===== src/rtl/imem_boot_loader.sv =====
// Streams a length-prefixed program image into instruction memory and holds CPU_RST until it is complete.
// Optional BOOT_CHECKSUM_EN macro adds a trailing mod-256 checksum byte verified before release.
module imem_boot_loader #(
  parameter int RST_HOLD = 4,
  parameter int TIMEOUT  = 1024
) (
  input  logic       CLK,
  input  logic       RST,
  input  logic       START,
  input  logic [7:0] RX_DATA,
  input  logic       RX_VALID,
  output logic       RX_READY,
  output logic       IMEM_WE,
  output logic [7:0] IMEM_ADDR,
  output logic [7:0] IMEM_DATA,
  output logic       CPU_RST,
  output logic       BUSY,
  output logic       DONE,
  output logic       ERR,
  output logic [8:0] LOADED_LEN
);

  localparam int IW = $clog2(TIMEOUT + 1);
  localparam int HW = $clog2(RST_HOLD + 2);

  typedef enum logic [2:0] {
    S_IDLE,
    S_LEN,
    S_LOAD,
`ifdef BOOT_CHECKSUM_EN
    S_CHK,
`endif
    S_HOLD,
    S_RUN,
    S_ERR
  } state_t;

  state_t         state;
  logic [7:0]     len_q;
  logic [8:0]     idx;
  logic [IW-1:0]  idle_cnt;
  logic [HW-1:0]  hold_cnt;
  logic           xfer;
  logic           rx_phase;
  logic           timed_out;
`ifdef BOOT_CHECKSUM_EN
  logic [7:0]     sum;
  logic [7:0]     ck_total;
  assign ck_total = sum + RX_DATA;
`endif

`ifdef BOOT_CHECKSUM_EN
  assign rx_phase = (state == S_LEN) || (state == S_LOAD) || (state == S_CHK);
`else
  assign rx_phase = (state == S_LEN) || (state == S_LOAD);
`endif

  assign RX_READY  = rx_phase;
  assign xfer      = RX_VALID && rx_phase;
  assign timed_out = !xfer && (idle_cnt == IW'(TIMEOUT - 1));
  assign CPU_RST   = (state != S_RUN);
  assign BUSY      = rx_phase || (state == S_HOLD);
  assign DONE      = (state == S_RUN);
  assign ERR       = (state == S_ERR);

  always_ff @(posedge CLK) begin
    if (RST) begin
      state      <= S_IDLE;
      IMEM_WE    <= 1'b0;
      IMEM_ADDR  <= 8'd0;
      IMEM_DATA  <= 8'd0;
      LOADED_LEN <= 9'd0;
      len_q      <= 8'd0;
      idx        <= 9'd0;
      idle_cnt   <= '0;
      hold_cnt   <= '0;
`ifdef BOOT_CHECKSUM_EN
      sum        <= 8'd0;
`endif
    end else begin
      IMEM_WE <= 1'b0;
      if (rx_phase)
        idle_cnt <= xfer ? '0 : idle_cnt + 1'b1;

      unique case (state)
        S_IDLE, S_RUN, S_ERR: begin
          if (START) begin
            state      <= S_LEN;
            LOADED_LEN <= 9'd0;
            idx        <= 9'd0;
            idle_cnt   <= '0;
`ifdef BOOT_CHECKSUM_EN
            sum        <= 8'd0;
`endif
          end
        end
        S_LEN: begin
          if (xfer) begin
            len_q <= RX_DATA;
            idx   <= 9'd0;
            // Image must be a whole number of 32-bit words: L+1 divisible by 4.
            state <= (RX_DATA[1:0] == 2'b11) ? S_LOAD : S_ERR;
          end else if (timed_out) begin
            state <= S_ERR;
          end
        end
        S_LOAD: begin
          if (xfer) begin
            IMEM_WE    <= 1'b1;
            IMEM_ADDR  <= idx[7:0];
            IMEM_DATA  <= RX_DATA;
            LOADED_LEN <= LOADED_LEN + 9'd1;
            idx        <= idx + 9'd1;
`ifdef BOOT_CHECKSUM_EN
            sum        <= sum + RX_DATA;
`endif
            if (idx == {1'b0, len_q}) begin
              hold_cnt <= '0;
`ifdef BOOT_CHECKSUM_EN
              state    <= S_CHK;
`else
              state    <= S_HOLD;
`endif
            end
          end else if (timed_out) begin
            state <= S_ERR;
          end
        end
`ifdef BOOT_CHECKSUM_EN
        S_CHK: begin
          if (xfer) begin
            // The last write is already behind us, so the first HOLD cycle already counts.
            hold_cnt <= HW'(1);
            state    <= (ck_total == 8'd0) ? S_HOLD : S_ERR;
          end else if (timed_out) begin
            state <= S_ERR;
          end
        end
`endif
        S_HOLD: begin
          if (hold_cnt >= HW'(RST_HOLD))
            state <= S_RUN;
          else
            hold_cnt <= hold_cnt + 1'b1;
        end
        default: state <= S_IDLE;
      endcase
    end
  end

endmodule

===== config.mk =====
export PLATFORM = sky130hd
export DESIGN_NAME = imem_boot_loader
export DESIGN_NICKNAME = d
export VERILOG_FILES = /design/src/rtl/imem_boot_loader.sv
export SDC_FILE = /design/constraint.sdc
export NUM_CORES = 1
export LEC_CHECK = 0
export BUFFER_PORTS_ARGS = -buffer_cell sky130_fd_sc_hd__buf_2
export CAP_MARGIN = 20
export CORE_MARGIN = 3
export CORE_UTILIZATION = 51
export DETAILED_ROUTE_END_ITERATION = 8
export HOLD_SLACK_MARGIN = 0.05
export PLACE_DENSITY = 0.71
export SYNTH_ARGS = -nofsm -noshare
export SYNTH_HDL_FRONTEND = slang
export SYNTH_SLANG_ARGS = --single-unit

===== constraint.sdc =====
create_clock -name CLK -period 2.8 [get_ports CLK]
set_input_delay 0.14 -clock CLK [delete_from_list [all_inputs] [get_ports CLK]]
set_output_delay 0.14 -clock CLK [all_outputs]
set_load 0.005 [all_outputs]

Word level (Yosys, flattened, before mapping)
Index checks and enable logic that the tools add are counted.
W data, S select, Z words.

cells by class
  order comparisons = 1
  $add $sub $neg = 4
  reduce and logical (&&, ||, !) cells = 17
  eq/ne operators = 16
  muxes and demuxes = 23
  bitwise logic cells = 1

operators with widths
  operator                 number
  $mux W11                 4
  $mux W9                  4
  $mux W3                  10
  $pmux W9 S3              1
  $add A9 B1 Y9 const B    2
  $pmux W9 S2              1
  $pmux W3 S4              1
  $add A11 B1 Y11 const B  1
  $eq A11 B10 Y1 const B   1
  $eq A9 B8 Y1             1
  $ne A2 B2 Y1 const B     4
  $reduce_and A4 Y1        2
  $eq A3 B2 Y1 const B     2
  $eq A3 B3 Y1 const B     2
  $pmux W3 S2              1
  $reduce_and A3 Y1        2
  $ne A2 B1 Y1 const B     2
  $reduce_and A2 Y1        2
  $reduce_bool A2 Y1       2
  $add A3 B1 Y3 const B    1
  $eq A3 B1 Y1 const B     1
  $ge A3 B3 Y1 const B     1
  $logic_not A3 Y1         1
  $ne A3 B2 Y1 const B     1
  other kinds (10)         12

storage, ports and cells
  register bits after elaboration = 60
  input port bits = 12
  word-level logic and storage cells = 71
  output and inout bits = 31

Depth between registers and ports, before layout
  word-level depth = 8
  depth in mapped cells = 7
  mapped depth without buffers = 6

Worst setup path before layout
No wires, ideal clock.

  path type = flip-flop to flip-flop
  from = register idx[0]
  to = register state[0]
  path buffers = 1
  data required time = 2.733 ns
  cell stages (with the launch flop) = 7
  setup slack = 1.250 ns
  period minus slack after synthesis = 1.550 ns
  library setup time = 0.067 ns
  arrival = 1.482 ns
  cells stage by stage = dfxtp_1 buf_6 xor2_1 nor4_2 nand4_2 a211o_1 a21oi_2

between the ends
  cells in the longest elaborated chain, start to end = 3

ends and longest elaborated chain
  element                             line  RTL
  start: declaration                  40    logic [8:0] idx;
  start signal: assignment            113   idx <= idx + 9'd1;
  $eq A9 B8 Y1                        117   if (idx == {1'b0, len_q}) begin
  $ne A3 B2 Y1 (no source line)       n/a
  $reduce_and A3 Y1 (no source line)  n/a
  end signal: assignment              102   state <= (RX_DATA[1:0] == 2'b11) ? S_LOAD : S_ERR;
  end: declaration                    38    state_t state;

No other way between the ends.
A chain may end at the register's enable or synchronous reset.

Worst setup path in the final report
  from = register state[1]
  to = register state[1]

between the ends
  cells in the longest elaborated chain, start to end = 8
  elaborated cells on any way between the ends = 19
  classes of those cells = eq/ne: 8; mux: 4; reduce/logical: 7

ends and longest elaborated chain
  element                                       line     RTL
  $eq A3 B1 Y1 or $eq A3 B2 Y1 (tied branches)  55, 85
  $logic_or A1 B1 Y1                            55       assign rx_phase = (state == S_LEN) || (state == S_LOAD);
  $logic_and A1 B1 Y1                           59       assign xfer = RX_VALID && rx_phase;
  $logic_not A1 Y1                              60       assign timed_out = !xfer && (idle_cnt == IW'(TIMEOUT - 1));
  $logic_and A1 B1 Y1                           60
  $mux W3                                       n/a
  $mux W3 (on tied branches)                    108, 98
  $pmux W3 S4                                   85       unique case (state)

Several ways; a longest one is shown, not always the timed one.

==> reports/qor.csv <==
stage;metric;value;unit
clocking;cts repair resizes;0;
run;max-cap violations;0;
status;status;finished clean;
global_routing;initial antenna violation count;0;
clocking;CTS root buf;clkbuf_8;
finish;fin nets;393;
yosys;Post-synth EDFFs;0;
worst_setup_path;CP startpoint kind;flop;
placed_design;final HPWL from detailed placement;4050;microns
timing;Hold Vio Cnt, Final;0;
timing;total negative slack;0;ns
timing;Clock Skew;0.00808;ns
clocking;postcts setup bufs;0;
finish;Ant. Diodes;0;
finish;share of cells above drive strength 1;17.8;%
routing;WL final;6070;microns
global_routing;gr busiest metal;met2;
die;core box area;5170;sq um
timing;Max Fclk;0.480;GHz
pwr;overall power;1930;uW
yosys;cell count after synthesis;332;
global_routing;largest net degree at the start of global routing;35;
yosys;Yosys reg bits;60;
clocking;CTS tree;done;
finish;Final Non-Filler Cells;452;
worst_setup_path;critical path class;reg2reg;
yosys;post-synth top area share;43.2;%
global_routing;Global Route Usage Sum;20.3;%
clocking;CTS Buffer Depth;2;
routing;via density per instance;5.33;
pwr;Pwr Density;589;nW/um^2
clocking;CTS H-tree lvls;3;
timing;Final period util;74.5;%
global_routing;first-pass GRT wire length;10300;microns
die;Die ar.;6370;sq um
timing;hold_ws;0.0828;ns
timing;unrepaired setup endpoints after global routing;no;
clocking;Worst-path clk slew;0.06;ns
routing;Initial DRC Count;114;
worst_setup_path;CP Capture Type;flop;
worst_setup_path;crit-path max FO;19;
finish;fin util;63.4;%
routing;Antenna Nets Post-Route;0;
worst_setup_path;critical path required time;3.05;ns
clocking;Num CTS Buffers;9;
worst_setup_path;CP arrival;2.34;ns
yosys;Post-Syn Area;2780;sq um
finish;area delta synth->final;18.0;%
yosys;Synth cell types;49;
clocking;clock latency at the later pin of the worst-skew pair;0.33;ns
worst_hold_path;worst hold path type;in2reg;
timing;final setup fails;0;
clocking;Sinks on Clock Net;60;
timing;minimum clock period after layout;2.09;ns
die;Starting Density;53.7;%
yosys;register area share after synthesis;43.2;%
routing;Vias;2407;
placed_design;port bufs;42;
routing;DRT Pass-1 Iters;5;
timing;Max Slew Vio Count;0;
global_routing;GRT met2 Usage;31.4;%
global_routing;met3 Usage GRT;3.61;%
yosys;post-synth top area cell;dfxtp_1;
yosys;syn avg cell area;8.37;sq um
pwr;Leak Pwr;0.00134;uW
die;io pins;43;
pwr;maximum vdd drop;0.444;mV
global_routing;vias in the first global route;2242;
yosys;Async S/R FF share, synth;0;%
yosys;Synth Net Count;348;
yosys;Synth Warn #;0;
global_routing;total gr overflow;0;
yosys;Primary FF master, synth;dfxtp_1;
yosys;top post-synthesis cells by area;dfxtp_1 43%, nand2_1 8.5%, xor2_1 7.2%;
placed_design;Placed Cells;430;
die;Die Wd;79.8;microns
timing;Slew HR;48.8;%
global_routing;routing usage on met1;27.1;%
die;num rows;26;
routing;Avg WL per Cell;13.4;microns
placed_design;Placer Congestion;0.835;
die;Die Ht;79.8;microns
timing;slew at the pin closest to its max-slew limit;0.767;ns
routing;DRC;0;
-- registers in the layout, indices dropped and copies added, names as in the netlist --
name and cells:
IMEM_ADDR 8, IMEM_DATA 8, IMEM_WE 1, LOADED_LEN 9, hold_cnt 3, idle_cnt 11, idx 9, len_q 8
state 3
-- metal layers --
metal  wire, microns  part of all wire [%]  vias to the layer above
met5               0                     0                        -
met4             109                   1.8                        0
met3             266                   4.4                       14
met2            2810                    46                       47
met1            2880                    47                     1114
li1                -                     -                     1232
-- logic make-up after synthesis --
group / count (synthesis) / synth area share [%]
compound gates: 69 / 15.7
xor+xnor: 32 / 10.1
fa+ha+maj: 4 / 1.80
buf+inv: 21 / 3.87
flops: 60 / 43.2
mux: 2 / 0.720
simple gates: 144 / 24.6
-- final timing paths --
kind	startpoint	endpoint	slack, ns	cells past startpoint
worst min-delay path	RX_DATA[1]	IMEM_DATA[1]	0.08	3
worst min register to register	IMEM_ADDR[2]	IMEM_ADDR[2]	0.45	2
worst max register to register	state[1]	state[1]	0.71	4
worst max-delay path	state[1]	state[1]	0.71	4
-- area by class of cell --
cell class | instances | area (sq um)
inverter | 5 | 18.8
sequential | 60 | 1200
fill | 466 | 1890
timing repair buffer | 50 | 285
multi-input combinational | 251 | 1470
tap | 70 | 87.6
clock inverter | 5 | 75.1
clock buffer | 11 | 141
-- power breakdown --
part	switching (uW)	internal (uW)	total, uW
clock	338	521	860
sequential	21.6	869	890
combinational	114	67.2	181
total	474	1460	1930
-- synth_stat cells, types with 5 or more instances --
cell type	number
nand3_1	7
and3_1	5
nor2_1	35
a21oi_1	35
nor2b_1	5
nand2b_1	5
nand2_1	63
and4_1	5
xnor2_1	9
dfxtp_1	60
buf_2	5
o21ai_0	7
clkbuf_1	7
o2111ai_1	8
inv_1	5
xor2_1	23
-- layout by cell type (no fill, tap or decap), types with 2 or more instances in the layout --
master and instances:
dlygate4sd3_1 6, clkinv_2 3, mux2i_1 2, xor2_1 23, inv_1 5, nand4_1 4, o21ai_0 7, a21oi_2 2
nor2_2 2, xnor2_1 9, nor2_1 35, o2111ai_1 8, dfxtp_1 60, nand2b_1 5, a21oi_1 35, and3_1 5
buf_4 2, nor3_1 4, ha_1 4, a21o_1 2, clkbuf_8 10, and4_1 5, nand2_1 63, buf_2 42
bufinv_16 2, nand3_1 7, nor2b_1 5
-- stage by stage --
| step | area, sq um | setup slack (ns) |
|---|---|---|
| finish | 3280 | 0.715 |
| global route | 3280 | 0.534 |
| CTS | 3280 | 0.723 |
| detailed placement | 3000 | 0.740 |
| global placement | 3000 | 0.818 |
| floorplan | 2780 | 1.25 |
-- worst max-delay path: stages, from the launching register on --
cell	delay, ns
dfxtp_1	0.69
nand2b_1	0.25
nor2_2	0.66
a221oi_1	0.20
nor3_1	0.20
-- what timing repair did --
item,in CTS,in global routing
setup endpoints to repair,0,0
hold endpoints to repair,9,0
hold buffers,6,0
Power figures use the tool's default switching activity.
